$ cat config.mk
export PLATFORM = sky130hd
export DESIGN_NAME = cdb_arbiter_flat
export DESIGN_NICKNAME = d
export VERILOG_FILES = /design/src/rtl/cdb_arbiter_pkg.sv /design/src/rtl/cdb_arbiter_if.sv /design/src/rtl/cdb_arbiter_fifo.sv /design/src/rtl/cdb_arbiter.sv /design/src/flat_wrapper.sv
export SDC_FILE = /design/constraint.sdc
export NUM_CORES = 1
export LEC_CHECK = 0
export BUFFER_PORTS_ARGS = -buffer_cell sky130_fd_sc_hd__buf_2
export CAP_MARGIN = 30
export CORE_MARGIN = 8
export CORE_UTILIZATION = 30
export DETAILED_ROUTE_END_ITERATION = 12
export PLACE_DENSITY = 0.57
export SLEW_MARGIN = 30
export SYNTH_ARGS = -nofsm -noshare
export SYNTH_HDL_FRONTEND = slang
export SYNTH_HIERARCHICAL = 1
export SYNTH_SLANG_ARGS = --single-unit
$ cat constraint.sdc
create_clock -name clk -period 7.3 [get_ports clk]
set_input_delay 1.095 -clock clk [delete_from_list [all_inputs] [get_ports clk]]
set_output_delay 1.095 -clock clk [all_outputs]
set_load 0.01 [all_outputs]
$ cat src/rtl/cdb_arbiter_pkg.sv
// Shared widths, idle encodings and grant encoding for the common data bus arbiter.
// The tag/data widths and the empty encodings must match the rest of the core.
package cdb_arbiter_pkg;

  localparam int TAG_WIDTH      = 4;
  localparam int DATA_WIDTH     = 32;
  localparam int CDB_FIFO_DEPTH = 2;

  localparam logic [TAG_WIDTH-1:0]  EMPTY_TAG  = '0;
  localparam logic [DATA_WIDTH-1:0] EMPTY_DATA = '0;

  typedef enum logic {
    GRANT_ALU = 1'b0,
    GRANT_LSB = 1'b1
  } grant_e;

endpackage

$ cat src/rtl/cdb_arbiter_if.sv
// Producer handshakes (ALU, LSB) and the broadcast side of the common data bus.
// The arbiter uses the slave modport; the producers/consumers environment uses master.
interface cdb_arbiter_if
  import cdb_arbiter_pkg::*;
#(
  parameter int TAG_W  = TAG_WIDTH,
  parameter int DATA_W = DATA_WIDTH
);

  logic              alu_valid;
  logic [TAG_W-1:0]  alu_tag;
  logic [DATA_W-1:0] alu_data;
  logic              alu_ready;

  logic              lsb_valid;
  logic [TAG_W-1:0]  lsb_tag;
  logic [DATA_W-1:0] lsb_data;
  logic              lsb_ready;

  logic              cdb_valid;
  logic [TAG_W-1:0]  cdb_tag;
  logic [DATA_W-1:0] cdb_data;

  modport slave (
    input  alu_valid, alu_tag, alu_data,
    input  lsb_valid, lsb_tag, lsb_data,
    output alu_ready, lsb_ready,
    output cdb_valid, cdb_tag, cdb_data
  );

  modport master (
    output alu_valid, alu_tag, alu_data,
    output lsb_valid, lsb_tag, lsb_data,
    input  alu_ready, lsb_ready,
    input  cdb_valid, cdb_tag, cdb_data
  );

endinterface

$ cat src/rtl/cdb_arbiter_fifo.sv
// Small per-producer result queue: registered occupancy, naturally wrapping pointers,
// synchronous flush. Callers must never push when full.
module cdb_fifo #(
  parameter int DEPTH = 2,
  parameter int WIDTH = 36
) (
  input  logic             clk,
  input  logic             rst,
  input  logic             flush,
  input  logic             push,
  input  logic             pop,
  input  logic [WIDTH-1:0] wdata,
  output logic             full,
  output logic             empty,
  output logic [WIDTH-1:0] head
);

  localparam int               PTR_W      = $clog2(DEPTH);
  localparam logic [PTR_W:0]   FULL_COUNT = (PTR_W + 1)'(DEPTH);

  logic [WIDTH-1:0] mem [DEPTH];
  logic [PTR_W-1:0] wr_ptr;
  logic [PTR_W-1:0] rd_ptr;
  logic [PTR_W:0]   count;

  // NOTE: only pointers and count need reset; stale storage is never read while empty.
  always_ff @(posedge clk) begin
    if (push) mem[wr_ptr] <= wdata;
  end

  // NOTE: non-blocking assignments so every register samples pre-edge values.
  always_ff @(posedge clk) begin
    if (rst || flush) begin
      wr_ptr <= '0;
      rd_ptr <= '0;
      count  <= '0;
    end else begin
      if (push) wr_ptr <= wr_ptr + 1'b1;
      if (pop)  rd_ptr <= rd_ptr + 1'b1;
      count <= count + {{PTR_W{1'b0}}, push} - {{PTR_W{1'b0}}, pop};
    end
  end

  assign full  = (count == FULL_COUNT);
  assign empty = (count == '0);
  assign head  = mem[rd_ptr];

endmodule

$ cat src/rtl/cdb_arbiter.sv
// Common data bus arbiter: queues ALU and LSB results, grants one per cycle round-robin
// on contention, and registers the winner onto the broadcast bus.
module cdb_arbiter
  import cdb_arbiter_pkg::*;
#(
  parameter int DEPTH  = CDB_FIFO_DEPTH,
  parameter int TAG_W  = TAG_WIDTH,
  parameter int DATA_W = DATA_WIDTH
) (
  input  logic          clk,
  input  logic          rst,
  input  logic          rdy,
  input  logic          clear,
  cdb_arbiter_if.slave  bus
);

  localparam int                ENTRY_W   = TAG_W + DATA_W;
  localparam logic [TAG_W-1:0]  IDLE_TAG  = TAG_W'(EMPTY_TAG);
  localparam logic [DATA_W-1:0] IDLE_DATA = DATA_W'(EMPTY_DATA);

  logic               alu_push, alu_pop, alu_full, alu_empty;
  logic               lsb_push, lsb_pop, lsb_full, lsb_empty;
  logic [ENTRY_W-1:0] alu_head, lsb_head;

  grant_e             last_grant;
  logic               cdb_valid_q;
  logic [TAG_W-1:0]   cdb_tag_q;
  logic [DATA_W-1:0]  cdb_data_q;

  // Ready depends only on registered occupancy; a same-cycle pop never frees a slot.
  assign bus.alu_ready = !alu_full;
  assign bus.lsb_ready = !lsb_full;

  assign alu_push = rdy && bus.alu_valid && !alu_full && (bus.alu_tag != IDLE_TAG);
  assign lsb_push = rdy && bus.lsb_valid && !lsb_full && (bus.lsb_tag != IDLE_TAG);

  // A lone non-empty queue always wins; on contention the one not granted last wins.
  assign alu_pop = rdy && !alu_empty && (lsb_empty || last_grant == GRANT_LSB);
  assign lsb_pop = rdy && !lsb_empty && (alu_empty || last_grant == GRANT_ALU);

  cdb_fifo #(.DEPTH(DEPTH), .WIDTH(ENTRY_W)) u_alu_fifo (
    .clk   (clk),
    .rst   (rst),
    .flush (clear),
    .push  (alu_push),
    .pop   (alu_pop),
    .wdata ({bus.alu_tag, bus.alu_data}),
    .full  (alu_full),
    .empty (alu_empty),
    .head  (alu_head)
  );

  cdb_fifo #(.DEPTH(DEPTH), .WIDTH(ENTRY_W)) u_lsb_fifo (
    .clk   (clk),
    .rst   (rst),
    .flush (clear),
    .push  (lsb_push),
    .pop   (lsb_pop),
    .wdata ({bus.lsb_tag, bus.lsb_data}),
    .full  (lsb_full),
    .empty (lsb_empty),
    .head  (lsb_head)
  );

  always_ff @(posedge clk) begin
    if (rst || clear) begin
      cdb_valid_q <= 1'b0;
      cdb_tag_q   <= IDLE_TAG;
      cdb_data_q  <= IDLE_DATA;
      last_grant  <= GRANT_LSB;
    end else if (rdy) begin
      if (alu_pop) begin
        cdb_valid_q             <= 1'b1;
        {cdb_tag_q, cdb_data_q} <= alu_head;
      end else if (lsb_pop) begin
        cdb_valid_q             <= 1'b1;
        {cdb_tag_q, cdb_data_q} <= lsb_head;
      end else begin
        cdb_valid_q <= 1'b0;
        cdb_tag_q   <= IDLE_TAG;
        cdb_data_q  <= IDLE_DATA;
      end
      // Only a contended grant moves the round-robin pointer.
      if (alu_pop && !lsb_empty)      last_grant <= GRANT_ALU;
      else if (lsb_pop && !alu_empty) last_grant <= GRANT_LSB;
    end
  end

  assign bus.cdb_valid = cdb_valid_q;
  assign bus.cdb_tag   = cdb_tag_q;
  assign bus.cdb_data  = cdb_data_q;

endmodule

$ cat src/flat_wrapper.sv
// flat-port wrapper written by rule: the top's interface ports become plain ports
module cdb_arbiter_flat import cdb_arbiter_pkg::*;
#(
  parameter int DEPTH  = CDB_FIFO_DEPTH,
  parameter int TAG_W  = TAG_WIDTH,
  parameter int DATA_W = DATA_WIDTH
)
  (clk, rst, rdy, clear, bus_alu_valid, bus_alu_tag, bus_alu_data, bus_lsb_valid, bus_lsb_tag, bus_lsb_data, bus_alu_ready, bus_lsb_ready, bus_cdb_valid, bus_cdb_tag, bus_cdb_data);
  cdb_arbiter_if #(.TAG_W(TAG_W), .DATA_W(DATA_W)) bus_i ();
  input  logic clk;
  input  logic rst;
  input  logic rdy;
  input  logic clear;
  input wire logic [$bits(bus_i.alu_valid)-1:0] bus_alu_valid;
  input wire logic [$bits(bus_i.alu_tag)-1:0] bus_alu_tag;
  input wire logic [$bits(bus_i.alu_data)-1:0] bus_alu_data;
  input wire logic [$bits(bus_i.lsb_valid)-1:0] bus_lsb_valid;
  input wire logic [$bits(bus_i.lsb_tag)-1:0] bus_lsb_tag;
  input wire logic [$bits(bus_i.lsb_data)-1:0] bus_lsb_data;
  output wire logic [$bits(bus_i.alu_ready)-1:0] bus_alu_ready;
  output wire logic [$bits(bus_i.lsb_ready)-1:0] bus_lsb_ready;
  output wire logic [$bits(bus_i.cdb_valid)-1:0] bus_cdb_valid;
  output wire logic [$bits(bus_i.cdb_tag)-1:0] bus_cdb_tag;
  output wire logic [$bits(bus_i.cdb_data)-1:0] bus_cdb_data;
  assign bus_i.alu_valid = bus_alu_valid;
  assign bus_i.alu_tag = bus_alu_tag;
  assign bus_i.alu_data = bus_alu_data;
  assign bus_i.lsb_valid = bus_lsb_valid;
  assign bus_i.lsb_tag = bus_lsb_tag;
  assign bus_i.lsb_data = bus_lsb_data;
  assign bus_alu_ready = bus_i.alu_ready;
  assign bus_lsb_ready = bus_i.lsb_ready;
  assign bus_cdb_valid = bus_i.cdb_valid;
  assign bus_cdb_tag = bus_i.cdb_tag;
  assign bus_cdb_data = bus_i.cdb_data;
  cdb_arbiter #(.DEPTH(DEPTH), .TAG_W(TAG_W), .DATA_W(DATA_W)) u_core (.clk(clk), .rst(rst), .rdy(rdy), .clear(clear), .bus(bus_i));
endmodule
==> metrics.log <==
[metrics] run status: complete, no violations
[metrics] final estimated routing congestion in global placement: between 0.6 and 0.7
[metrics] timing-limited maximum frequency: 329.5 MHz
[metrics] maximum count of clock buffers along a single path: 2
[metrics] total global routing overflow: 0
[metrics] critical path peak fanout: 79
[metrics] kind of capture point of the worst setup path: flop
[metrics] static leakage: ~0.0033 uW
[metrics] worst path cell trace: buf_2, buf_4, nand2_1, nor3_1, nor2b_4, buf_16
[metrics] Fin Setup TNS: 0 ns
[metrics] Worst-Margin Slew: 0.9168 ns
[metrics] number of buffers added to fix hold violations after cts: 0
[metrics] post-route DRC violation count: 0
[metrics] initial standard-cell utilization of the core: 30.23%
[metrics] crit-path leading delay family: simple AND/OR/NAND/NOR gates
[metrics] Final nets: 685
[metrics] total area of multi-input combinational cells: 0.002217 mm2
[metrics] minimum clock period after layout: 3.035 ns
[metrics] Post-DP HPWL: ~12000 um
[metrics] clock latency at the later pin of the worst-skew pair: approximately 0.44 ns
[metrics] setup repair bufs after CTS: 0
[metrics] Antenna Nets Post-Route: 0
[metrics] first-pass GRT wire length: 27090 um
[metrics] Synth cell types: 29
[metrics] synthesized cell area: 0.007787 mm2
[metrics] register bit total from synthesis: 192
[metrics] total power: 2402 uW
[metrics] Die Footprint: 0.03137 mm2
[metrics] Chip Height: 177.1 um
[metrics] 1st-iter DRT viols: 253
[metrics] area fraction of the dominant cell type after synthesis: 55.53%
[metrics] Fill cells: roughly 2400
[metrics] Bufs and invs on worst path: 3
[metrics] most area-consuming cells after synthesis: sky130_fd_sc_hd__edfxtp_1 56%, sky130_fd_sc_hd__dfxtp_1 12%, sky130_fd_sc_hd__mux2_4 12%
[metrics] total vias in the final route: 4409
[metrics] port buffer count: 116
[metrics] number of detailed-route iterations in the first pass: 4
[metrics] core area: ~0.026 mm2
[metrics] hold violation total from the final report: 0
[metrics] largest net degree at the start of global routing: 80
[metrics] clk sinks: 192
[metrics] RSZ-0062 raised after global routing: no
[metrics] Total Routed Length: roughly 18000 um
[metrics] antenna violations before repair: 6
[metrics] endpoint required time on the critical path: 7.44 ns
[metrics] PwrDens: around 260 mW/mm2
[metrics] net count after synthesis: 577
[metrics] global router's overall resource usage: 11.73%
[metrics] vias in the first global route: approximately 4500
[metrics] yosys warns: 6
[metrics] register clock-pin slew on the reported worst setup and hold paths: 0.07 ns
[metrics] Yosys top cell by area: sky130_fd_sc_hd__edfxtp_1
[metrics] number of setup violations in the final report: 0
[metrics] Worst EP arrival: 3.18 ns
[metrics] routed wirelength normalized by instance count: 19.12 um
[metrics] CTS HTree Levels: 4
[metrics] Die X: 177.1 um
[metrics] final period utilization: approximately 42%
[metrics] Layout area overhead: 19.91%
[metrics] CTS Buf Count: 17
[metrics] Critical Path Slowest Stage Cell: sky130_fd_sc_hd__nor2b_4
[metrics] final count of pins violating max slew: 0
[metrics] mean cell area of the mapped netlist: 15.73 um2
[metrics] HP Class: reg2reg
[metrics] register area share after synthesis: ~68%
[metrics] remaining max-slew budget at the tightest pin: 38.88%
[metrics] placed cell count: 919
[metrics] share of layout cells above drive strength 1: approximately two fifths
[metrics] final setup skew: ~0.012 ns
[metrics] Max-cap violations: 0
[metrics] cell chosen for the clock root: sky130_fd_sc_hd__clkbuf_16
[metrics] count of mapped cells out of synthesis: 495
[metrics] maximum vdd ir drop: 146.8 uV
[metrics] count of cells resized by post-cts repair: 0
[metrics] Setup Crit Path Kind: in2reg
[metrics] final cell count without fillers: 952
[metrics] Via-to-Cell Ratio: 4.631
[metrics] TritonCTS clock tree: done
[metrics] Std-Cell Rows: 59
[metrics] total I/O pin count: 117
[metrics] category of the worst setup path launch point: primary input
[metrics] combined flip-flop and latch cell area: 0.005288 mm2
[metrics] Slowest Stage Delay on Critical Path: 0.66 ns
[report_power, final]
part	internal, uW	switching [uW]
combinational	76.0	94.1
clock	585	427
sequential	1210	11.2
[state kept, by name (all words and copies together) (netlist names), named ones only]
| name | count |
|---|---|
| u_core/u_lsb_fifo/rd_ptr | 1 |
| u_core/bus.cdb_tag | 4 |
| u_core/bus.cdb_data | 32 |
| u_core/u_alu_fifo/mem | 72 |
| u_core/u_alu_fifo/wr_ptr | 1 |
| u_core/u_lsb_fifo/mem | 72 |
| u_core/bus.cdb_valid | 1 |
| u_core/u_alu_fifo/count | 2 |
| u_core/last_grant | 1 |
| u_core/u_alu_fifo/rd_ptr | 1 |
| u_core/u_lsb_fifo/count | 2 |
| u_core/u_lsb_fifo/wr_ptr | 1 |
[worst register-to-register path: stages, from the launching register on]
cell,delay [ns]
sky130_fd_sc_hd__dfxtp_1,0.33
sky130_fd_sc_hd__nor2_1,0.30
sky130_fd_sc_hd__inv_2,0.37
sky130_fd_sc_hd__o211a_1,0.31
sky130_fd_sc_hd__ha_1,0.29
sky130_fd_sc_hd__inv_1,0.06
sky130_fd_sc_hd__ha_1,0.16
sky130_fd_sc_hd__xnor3_1,0.22
sky130_fd_sc_hd__nor3_2,0.10
[area by class of cell]
cell class              instances  share of cell area, %
flip-flops and latches        192                  56.63
repair buffers                124                  7.932
clock buffers                  17                  4.556
well taps                     335                  4.489
clock inverters                15                  2.305
diodes                          1                0.02680
inverters                       8                 0.3216
multi-input cells             260                  23.74
[metrics by stage]
step	utilization, %	hold slack [ns]	cell area (um2)	setup slack (ns)
after detailed placement	33.74	0.4986	8693	3.733
after CTS	36.23	0.5120	9334	4.192
after global placement	33.21	0.4941	8556	3.540
after floorplan	-	0.5184	7787	3.313
after global routing	36.23	0.5309	9335	4.040
final	36.24	0.5108	9338	4.265
[cell usage in the layout, fill, tap and decap left out, types with 2 or more instances in the layout]
cell type,netlist,final
sky130_fd_sc_hd__xnor3_1,2,2
sky130_fd_sc_hd__nor3_2,2,2
sky130_fd_sc_hd__inv_2,2,2
sky130_fd_sc_hd__nor2b_1,4,2
sky130_fd_sc_hd__buf_16,0,5
sky130_fd_sc_hd__clkinv_2,0,2
sky130_fd_sc_hd__o21ai_1,3,3
sky130_fd_sc_hd__edfxtp_1,144,144
sky130_fd_sc_hd__nor2_4,0,2
sky130_fd_sc_hd__nor4_1,2,2
sky130_fd_sc_hd__o211ai_1,36,36
sky130_fd_sc_hd__o21ai_0,34,34
sky130_fd_sc_hd__nor3_1,8,8
sky130_fd_sc_hd__buf_2,11,116
sky130_fd_sc_hd__mux2_2,12,12
sky130_fd_sc_hd__inv_1,6,6
sky130_fd_sc_hd__inv_8,0,3
sky130_fd_sc_hd__ha_1,4,4
sky130_fd_sc_hd__clkbuf_16,0,17
sky130_fd_sc_hd__inv_6,0,5
sky130_fd_sc_hd__dfxtp_1,48,46
sky130_fd_sc_hd__nor3b_1,4,4
sky130_fd_sc_hd__dfxtp_2,0,2
sky130_fd_sc_hd__buf_4,0,3
sky130_fd_sc_hd__nor2b_4,0,2
sky130_fd_sc_hd__xnor2_1,5,5
sky130_fd_sc_hd__nor2_1,4,2
sky130_fd_sc_hd__nand2_1,39,39
sky130_fd_sc_hd__mux2_4,60,60
sky130_fd_sc_hd__bufinv_16,0,4
sky130_fd_sc_hd__a31oi_1,37,37
[final timing paths]
kind,startpoint,endpoint,slack (ns),cells after the start
setup / recovery,rdy,u_core/u_alu_fifo/mem[0][10]$_DFFE_PP_,4.27,6
hold / removal,u_core/bus.cdb_valid$_SDFFE_PP0P_,u_core/bus.cdb_valid$_SDFFE_PP0P_,0.51,2
setup reg to reg,u_core/u_lsb_fifo/count[1]$_SDFF_PP0_,u_core/u_lsb_fifo/count[1]$_SDFF_PP0_,5.08,8
hold reg to reg,u_core/bus.cdb_valid$_SDFFE_PP0P_,u_core/bus.cdb_valid$_SDFFE_PP0P_,0.51,2
[Yosys cell counts]
library cell,count
sky130_fd_sc_hd__edfxtp_1,144
sky130_fd_sc_hd__mux2_4,60
sky130_fd_sc_hd__dfxtp_1,48
sky130_fd_sc_hd__nand2_1,39
sky130_fd_sc_hd__a31oi_1,37
sky130_fd_sc_hd__o211ai_1,36
sky130_fd_sc_hd__o21ai_0,34
sky130_fd_sc_hd__mux2_2,12
sky130_fd_sc_hd__buf_2,11
sky130_fd_sc_hd__clkbuf_1,10
sky130_fd_sc_hd__nor3_1,8
sky130_fd_sc_hd__buf_12,6
sky130_fd_sc_hd__buf_6,6
sky130_fd_sc_hd__inv_1,6
sky130_fd_sc_hd__xnor2_1,5
sky130_fd_sc_hd__ha_1,4
sky130_fd_sc_hd__nor2_1,4
sky130_fd_sc_hd__nor2b_1,4
sky130_fd_sc_hd__nor3b_1,4
sky130_fd_sc_hd__o21ai_1,3
sky130_fd_sc_hd__and2_1,2
sky130_fd_sc_hd__inv_2,2
sky130_fd_sc_hd__nor3_2,2
sky130_fd_sc_hd__nor4_1,2
sky130_fd_sc_hd__xnor3_1,2
sky130_fd_sc_hd__buf_1,1
sky130_fd_sc_hd__clkbuf_2,1
sky130_fd_sc_hd__o211a_1,1
sky130_fd_sc_hd__o21ba_2,1
[layer usage]
metal / share of wire, % / wire length (um) / vias up / global-route usage (%)
met4: 1.5 / 265 / 8 / 3.853
met2: 48 / 8726 / 108 / 19.04
met3: 5.8 / 1048 / 28 / 3.819
li1: - / - / 2121 / -
met1: 45 / 8120 / 2144 / 14.53
met5: 0.25 / 45 / - / 0
[cells by family after synthesis]
group                    synth area share (%)
flip-flops                              67.87
AO/OA/AOI/OAI                           9.078
multiplexers                            13.30
AND/OR/NAND/NOR                         3.872
buffers and inverters                   4.097
XOR/XNOR                                1.141
adder cells (fa/ha/maj)                0.6427
Power figures use the tool's default switching activity.
